--- src/rtl/mac_col_pipe_gated.sv ---
// rtl/mac_col_pipe_gated.sv - pipelined zero-gated MAC column for the Q*K^T systolic array
// Optional MAC_COL_ACC_EN adds acc_clr and accumulates results across K-chunks.
module mac_col_pipe_gated #(
    parameter int bw      = 8,
    parameter int pr      = 8,
    parameter int bw_psum = 2*bw + $clog2(pr) + 3,
    parameter int col_id  = 0,
    parameter int num_col = 8
) (
    input  logic                 clk,
    input  logic                 reset,
    input  logic [1:0]           i_inst,
    input  logic [pr*bw-1:0]     q_in,
    input  logic [pr-1:0]        q_zero,
    input  logic [pr-1:0]        k_zero,
`ifdef MAC_COL_ACC_EN
    input  logic                 acc_clr,
`endif
    output logic [pr*bw-1:0]     q_out,
    output logic [1:0]           o_inst,
    output logic [bw_psum-1:0]   out,
    output logic                 fifo_wr
);

    localparam int CW = (num_col > 1) ? $clog2(num_col) : 1;
    localparam logic [CW-1:0] CAP_CNT = CW'(num_col - 1 - col_id);
    localparam logic [CW-1:0] MAX_CNT = CW'(num_col - 1);

    logic [1:0]            inst_q, inst_d;
    logic [pr*bw-1:0]      qin_q, qin_d;
    logic [pr-1:0]         qzi_q, qzi_d, kzi_q, kzi_d;
    logic [CW-1:0]         cnt_q, cnt_d;
    logic                  load_ready_q, load_ready_d;
    logic [pr*bw-1:0]      key_q, key_d;
    logic [pr-1:0]         kz_reg_q, kz_reg_d;
    logic                  v1_q, v1_d, v2_q, v2_d;
    logic [pr*bw-1:0]      query_q, query_d;
    logic [pr-1:0]         qz_reg_q, qz_reg_d;
    logic [pr*2*bw-1:0]    prod_q, prod_d;
    logic [bw_psum-1:0]    out_q, out_d;
    logic                  fifo_wr_q, fifo_wr_d;
    logic                  acl0_q, acl0_d, acl1_q, acl1_d, acl2_q, acl2_d;
    logic                  exec;
    logic signed [bw_psum-1:0] sum;
    logic [bw_psum-1:0]    base;

    always_comb begin
        inst_d       = i_inst;
        qin_d        = q_in;
        qzi_d        = q_zero;
        kzi_d        = k_zero;
`ifdef MAC_COL_ACC_EN
        acl0_d       = acc_clr;
`else
        acl0_d       = 1'b1;
`endif
        cnt_d        = cnt_q;
        load_ready_d = load_ready_q;
        key_d        = key_q;
        kz_reg_d     = kz_reg_q;

        // Column col_id grabs the key that reaches it num_col-1-col_id cycles into the load.
        if (inst_q[0]) begin
            if (load_ready_q) begin
                if (cnt_q == CAP_CNT) begin
                    key_d        = qin_q;
                    kz_reg_d     = kzi_q;
                    cnt_d        = '0;
                    load_ready_d = 1'b0;
                end else if (cnt_q != MAX_CNT) begin
                    cnt_d = cnt_q + 1'b1;
                end
            end
        end else begin
            cnt_d        = '0;
            load_ready_d = 1'b1;
        end

        exec     = inst_q[1] & ~inst_q[0];
        v1_d     = exec;
        acl1_d   = acl0_q;
        query_d  = query_q;
        qz_reg_d = qz_reg_q;
        if (exec) begin
            qz_reg_d = qzi_q;
            for (int k = 0; k < pr; k++) begin
                if (!qzi_q[k]) query_d[k*bw +: bw] = qin_q[k*bw +: bw];
            end
        end

        // Gated lanes keep query/key frozen so the multiplier inputs do not toggle.
        v2_d   = v1_q;
        acl2_d = acl1_q;
        prod_d = prod_q;
        if (v1_q) begin
            for (int k = 0; k < pr; k++) begin
                if (qz_reg_q[k] | kz_reg_q[k])
                    prod_d[k*2*bw +: 2*bw] = '0;
                else
                    prod_d[k*2*bw +: 2*bw] = $signed(query_q[k*bw +: bw]) * $signed(key_q[k*bw +: bw]);
            end
        end

        sum = '0;
        for (int k = 0; k < pr; k++) begin
            sum = sum + bw_psum'($signed(prod_q[k*2*bw +: 2*bw]));
        end

        base      = acl2_q ? '0 : out_q;
        fifo_wr_d = v2_q;
        out_d     = out_q;
        if (v2_q) out_d = base + sum;
    end

    always_ff @(posedge clk) begin
        if (reset) begin
            inst_q       <= '0;
            qin_q        <= '0;
            qzi_q        <= '0;
            kzi_q        <= '0;
            cnt_q        <= '0;
            load_ready_q <= 1'b1;
            key_q        <= '0;
            kz_reg_q     <= '0;
            v1_q         <= 1'b0;
            v2_q         <= 1'b0;
            query_q      <= '0;
            qz_reg_q     <= '0;
            prod_q       <= '0;
            out_q        <= '0;
            fifo_wr_q    <= 1'b0;
            acl0_q       <= 1'b0;
            acl1_q       <= 1'b0;
            acl2_q       <= 1'b0;
        end else begin
            inst_q       <= inst_d;
            qin_q        <= qin_d;
            qzi_q        <= qzi_d;
            kzi_q        <= kzi_d;
            cnt_q        <= cnt_d;
            load_ready_q <= load_ready_d;
            key_q        <= key_d;
            kz_reg_q     <= kz_reg_d;
            v1_q         <= v1_d;
            v2_q         <= v2_d;
            query_q      <= query_d;
            qz_reg_q     <= qz_reg_d;
            prod_q       <= prod_d;
            out_q        <= out_d;
            fifo_wr_q    <= fifo_wr_d;
            acl0_q       <= acl0_d;
            acl1_q       <= acl1_d;
            acl2_q       <= acl2_d;
        end
    end

    assign q_out   = qin_q;
    assign o_inst  = inst_q;
    assign out     = out_q;
    assign fifo_wr = fifo_wr_q;

endmodule

--- config.mk ---
export PLATFORM = sky130hd
export DESIGN_NAME = mac_col_pipe_gated
export DESIGN_NICKNAME = d
export VERILOG_FILES = /design/src/rtl/mac_col_pipe_gated.sv
export SDC_FILE = /design/constraint.sdc
export NUM_CORES = 2
export LEC_CHECK = 0
export ABC_AREA = 1
export CAP_MARGIN = 40
export CELL_PAD_IN_SITES_DETAIL_PLACEMENT = 1
export CELL_PAD_IN_SITES_GLOBAL_PLACEMENT = 1
export CORE_ASPECT_RATIO = 1.75
export CORE_MARGIN = 5
export CORE_UTILIZATION = 40
export CTS_CLUSTER_DIAMETER = 120
export DETAILED_ROUTE_END_ITERATION = 12
export PLACE_DENSITY_LB_ADDON = 0.1
export SLEW_MARGIN = 20
export SYNTH_ARGS = -nofsm -noshare
export SYNTH_HDL_FRONTEND = slang
export SYNTH_SLANG_ARGS = --single-unit
--- constraint.sdc ---
create_clock -name clk -period 5.2 [get_ports clk]
set_input_delay 0.52 -clock clk [delete_from_list [all_inputs] [get_ports clk]]
set_output_delay 0.52 -clock clk [all_outputs]
set_load 0.005 [all_outputs]
==> flow_summary.rst <==
.. list-table::
   :header-rows: 1

   * - Metric
     - Value
   * - Run status
     - completed
   * - List of most frequent post-synthesis cells
     - 1,400 x inv_1, 1,124 x nand2_1, 569 x fa_1
   * - Synth Net Count
     - 6,119
   * - Main synth FF type
     - dfxtp_1
   * - Yosys warning total
     - 0
   * - Arrival @ worst endpoint
     - 5.19 ns
   * - Final min period
     - 4.66 ns
   * - Number of antenna violations at the first check in global routing
     - 0
   * - Initial core utilization
     - 40.2%
   * - Cts bufs inserted
     - 43
   * - Worst hold stages
     - 2
   * - Clk_skew
     - 0.0192 ns
   * - # resized after CTS
     - 0
   * - Buffers inserted by post-CTS timing repair
     - 0
   * - Final-report hold violation count
     - 0
   * - Utilization after layout
     - 44.6%
   * - Depth of the worst register-to-register path
     - 17
   * - Synth top area share
     - 29.3%
   * - Routability-driven placement congestion ratio
     - 0.872
   * - Layout Area Growth over Synthesis
     - 11.0%
   * - Number of flops mapped to enable cells by yosys
     - 0
   * - Highest achievable clock rate
     - 214 MHz
   * - CTS sink cnt
     - 386
   * - R2R Path Start
     - key_q[42]$_SDFFE_PP0P_
   * - Number of diodes added for antenna fixing
     - 0
   * - Remaining DRCs
     - 0
   * - Max IR drop VDD
     - 0.239 mV
   * - Origin of the worst setup path
     - key_q[42]$_SDFFE_PP0P_
   * - Distinct cell type count after synthesis
     - 36
   * - Number of global-route vias before repair
     - 35.0k
   * - Skew-Pair Late Insertion Delay
     - 0.61 ns
   * - Seq/Total Area, Yosys
     - 19.9%
   * - Clock tree from TritonCTS
     - built
   * - Number of DRC markers after the initial detailed-route iteration
     - 919
   * - Via Count
     - 31.3k
   * - Biggest area consumer among synthesized cells
     - fa_1
   * - Capturing instance or port of the critical path
     - prod_q[95]$_SDFFE_PP0P_
   * - Class of the tightest hold or removal check
     - primary input to register
   * - Proportion of synthesized flip-flops having asynchronous set or reset
     - 0%
   * - Remaining number of nets flagged by the antenna check after routing
     - 0
   * - Most used standard cell by instance count after synthesis
     - inv_1
   * - Worst-path clk slew
     - 0.07 ns
   * - Maximum number of pins on one net before global-route repair
     - 154
   * - Relative max-transition margin
     - 42.5%
   * - Root Buffer
     - clkbuf_16
   * - Final count of negative-setup-slack endpoints
     - 0
   * - Critical R2R Capture
     - prod_q[95]$_SDFFE_PP0P_
   * - Unrepaired setup endpoints after global routing
     - no
   * - Tot Pwr
     - 0.00690 W
   * - Worst Hold Margin
     - 0.247 ns
   * - HPWL after detailed placement
     - 95.4 mm
   * - Boundary pin count
     - 173
   * - Ratio of cells with drive above 1 in the final layout
     - 2.83%
   * - Critical path endpoint category
     - register
   * - Maximum clock path buffer count
     - 3
   * - Synth Instances
     - 5,208
   * - All-Layer GR Usage
     - 22.3%
   * - Number of flip-flops and latches in the synthesized netlist
     - 386
   * - Global-route wire length before repair
     - 186 mm
   * - Max Cap Viol
     - 0
   * - Largest driver fanout on the critical path
     - 9
   * - Die Height
     - 422 um
   * - Final Net Count
     - 6,152
   * - Area of the die
     - 0.104 sq mm
   * - Cell types occupying the most area after synthesis
     - fa_1 29%, dfxtp_1 20%, inv_1 14%
   * - Final-report max-slew violation count
     - 0
   * - Total wirelength of the detailed-routed design
     - 113 mm
   * - Hold Crit Start
     - reset
   * - Non-Filler Instances
     - 6,572
   * - Post-Synthesis Mean Instance Area
     - 7.47 sq um
   * - P per Cell Area
     - 160 mW/mm^2
   * - FP Rows
     - 151
   * - Wirelength per Cell
     - 17.2 um
   * - H-tree levels
     - 2
   * - Via-to-Cell Ratio
     - 4.77
   * - Minimum setup slack among reg-to-reg paths
     - 0.54 ns
   * - Cell count after placement
     - 6,495
   * - Final critical-path share of the clock period
     - 89.7%
   * - Count of TritonRoute iterations in the first routing pass
     - 5
   * - Hold-fix buffer count after cts
     - 0
   * - Global route total overflow
     - 0
   * - Synthesized cell area
     - 0.0389 sq mm
   * - Quantity of I/O buffers inserted on ports
     - 172
   * - Reported leakage power
     - 24.0 nW
   * - Core area
     - 0.0967 sq mm
   * - Worst path required time
     - 5.72 ns
   * - Transition time at the pin with the least slew margin
     - 0.862 ns
   * - Accumulated negative setup slack
     - 0 ns
   * - Crit path kind
     - register to register
   * - Category of the worst setup path launch point
     - register
   * - Die outline width
     - 246 um
[kinds of logic (layout without fill, tap and decap cells)]
group | count (synthesis) | count (layout) | share of synthesized area, %
fa+ha+maj | 827 | 827 | 37.6
xor+xnor | 31 | 31 | 0.698
buf+inv | 1626 | 1690 | 15.8
compound gates | 576 | 576 | 7.68
simple gates | 1762 | 1762 | 18.4
flops | 386 | 386 | 19.9
[stage by stage]
step / setup slack (ns) / instance area, sq um
floorplan: 1.01 / 38900
global placement: 0.541 / 41600
detailed placement: 0.469 / 41700
CTS: 0.412 / 43200
global route: 0.226 / 43200
finish: 0.536 / 43200
[sequential cells by signal, indices dropped and copies added, names as in the netlist, 2 cells and up]
name,cells
cnt_q,3
qz_reg_q,8
q_out,64
query_q,64
key_q,64
kz_reg_q,8
o_inst,2
out,22
kzi_q,8
prod_q,128
qzi_q,8
[per-layer routing]
metal	track usage (%)	vias to the layer above	wire length [um]
li1	-	15287	-
met1	23.9	15604	42300
met2	45.5	319	65100
met3	2.41	133	2780
met4	5.65	0	3210
met5	0	-	0
[placed cells by master (no fill, tap or decap), drive strengths merged]
| cell type | synthesis | layout |
|---|---|---|
| nand3b | 1 | 1 |
| nor3 | 8 | 8 |
| clkinv | 9 | 16 |
| xor2 | 23 | 23 |
| inv | 1411 | 1416 |
| clkdlybuf4s50 | 0 | 171 |
| clkbuf | 172 | 57 |
| ha | 258 | 258 |
| and2 | 2 | 2 |
| clkinvlp | 0 | 1 |
| nor2 | 363 | 363 |
| o21ai | 203 | 203 |
| bufinv | 0 | 6 |
| nand4 | 31 | 31 |
| nand2 | 1136 | 1136 |
| or2 | 19 | 19 |
| a21oi | 341 | 341 |
| a21o | 11 | 11 |
| buf | 34 | 23 |
| o21bai | 18 | 18 |
| nand3 | 202 | 202 |
| xnor2 | 8 | 8 |
| fa | 569 | 569 |
| dfxtp | 386 | 386 |
| o22ai | 3 | 3 |
[worst max-delay path, stage by stage, from the launching register on]
cell,delay [ns]
dfxtp_1,0.55
nand2_1,0.24
fa_1,0.69
inv_1,0.17
fa_1,0.56
inv_1,0.05
fa_1,0.45
fa_1,0.50
inv_1,0.05
ha_1,0.36
nand2_1,0.09
nor2_1,0.13
nand3_1,0.09
nand3_1,0.10
inv_1,0.05
nand2_1,0.06
nand3_1,0.23
a21oi_1,0.22
[how the worst min path moves through the flow]
| stage | slack, ns | to |
|---|---|---|
| after floorplan | 0.39 | acl1_q$_SDFF_PP0_ |
| after global placement | 0.40 | acl1_q$_SDFF_PP0_ |
| after detailed placement | 0.40 | acl2_q$_SDFF_PP0_ |
| after CTS | 0.20 | q_out[26]$_SDFF_PP0_ |
| after global routing | 0.23 | q_out[26]$_SDFF_PP0_ |
| final | 0.25 | q_out[26]$_SDFF_PP0_ |
[power breakdown]
| part | internal (W) | switching (W) |
|---|---|---|
| registers | 0.00303 | 0.000130 |
| logic | 0.000183 | 0.000229 |
| clock network | 0.00193 | 0.00139 |
| total | 0.00515 | 0.00175 |
[cell type report]
type                    count  area (sq um)
clock buffers              57          1200
clock inverters            19           282
fillers                 12112         53500
inverters                1420          5330
multi-input cells        3196         25000
flip-flops and latches    386          7730
well taps                1300          1630
repair buffers            194          1990
(Power assumes the default switching activity.)
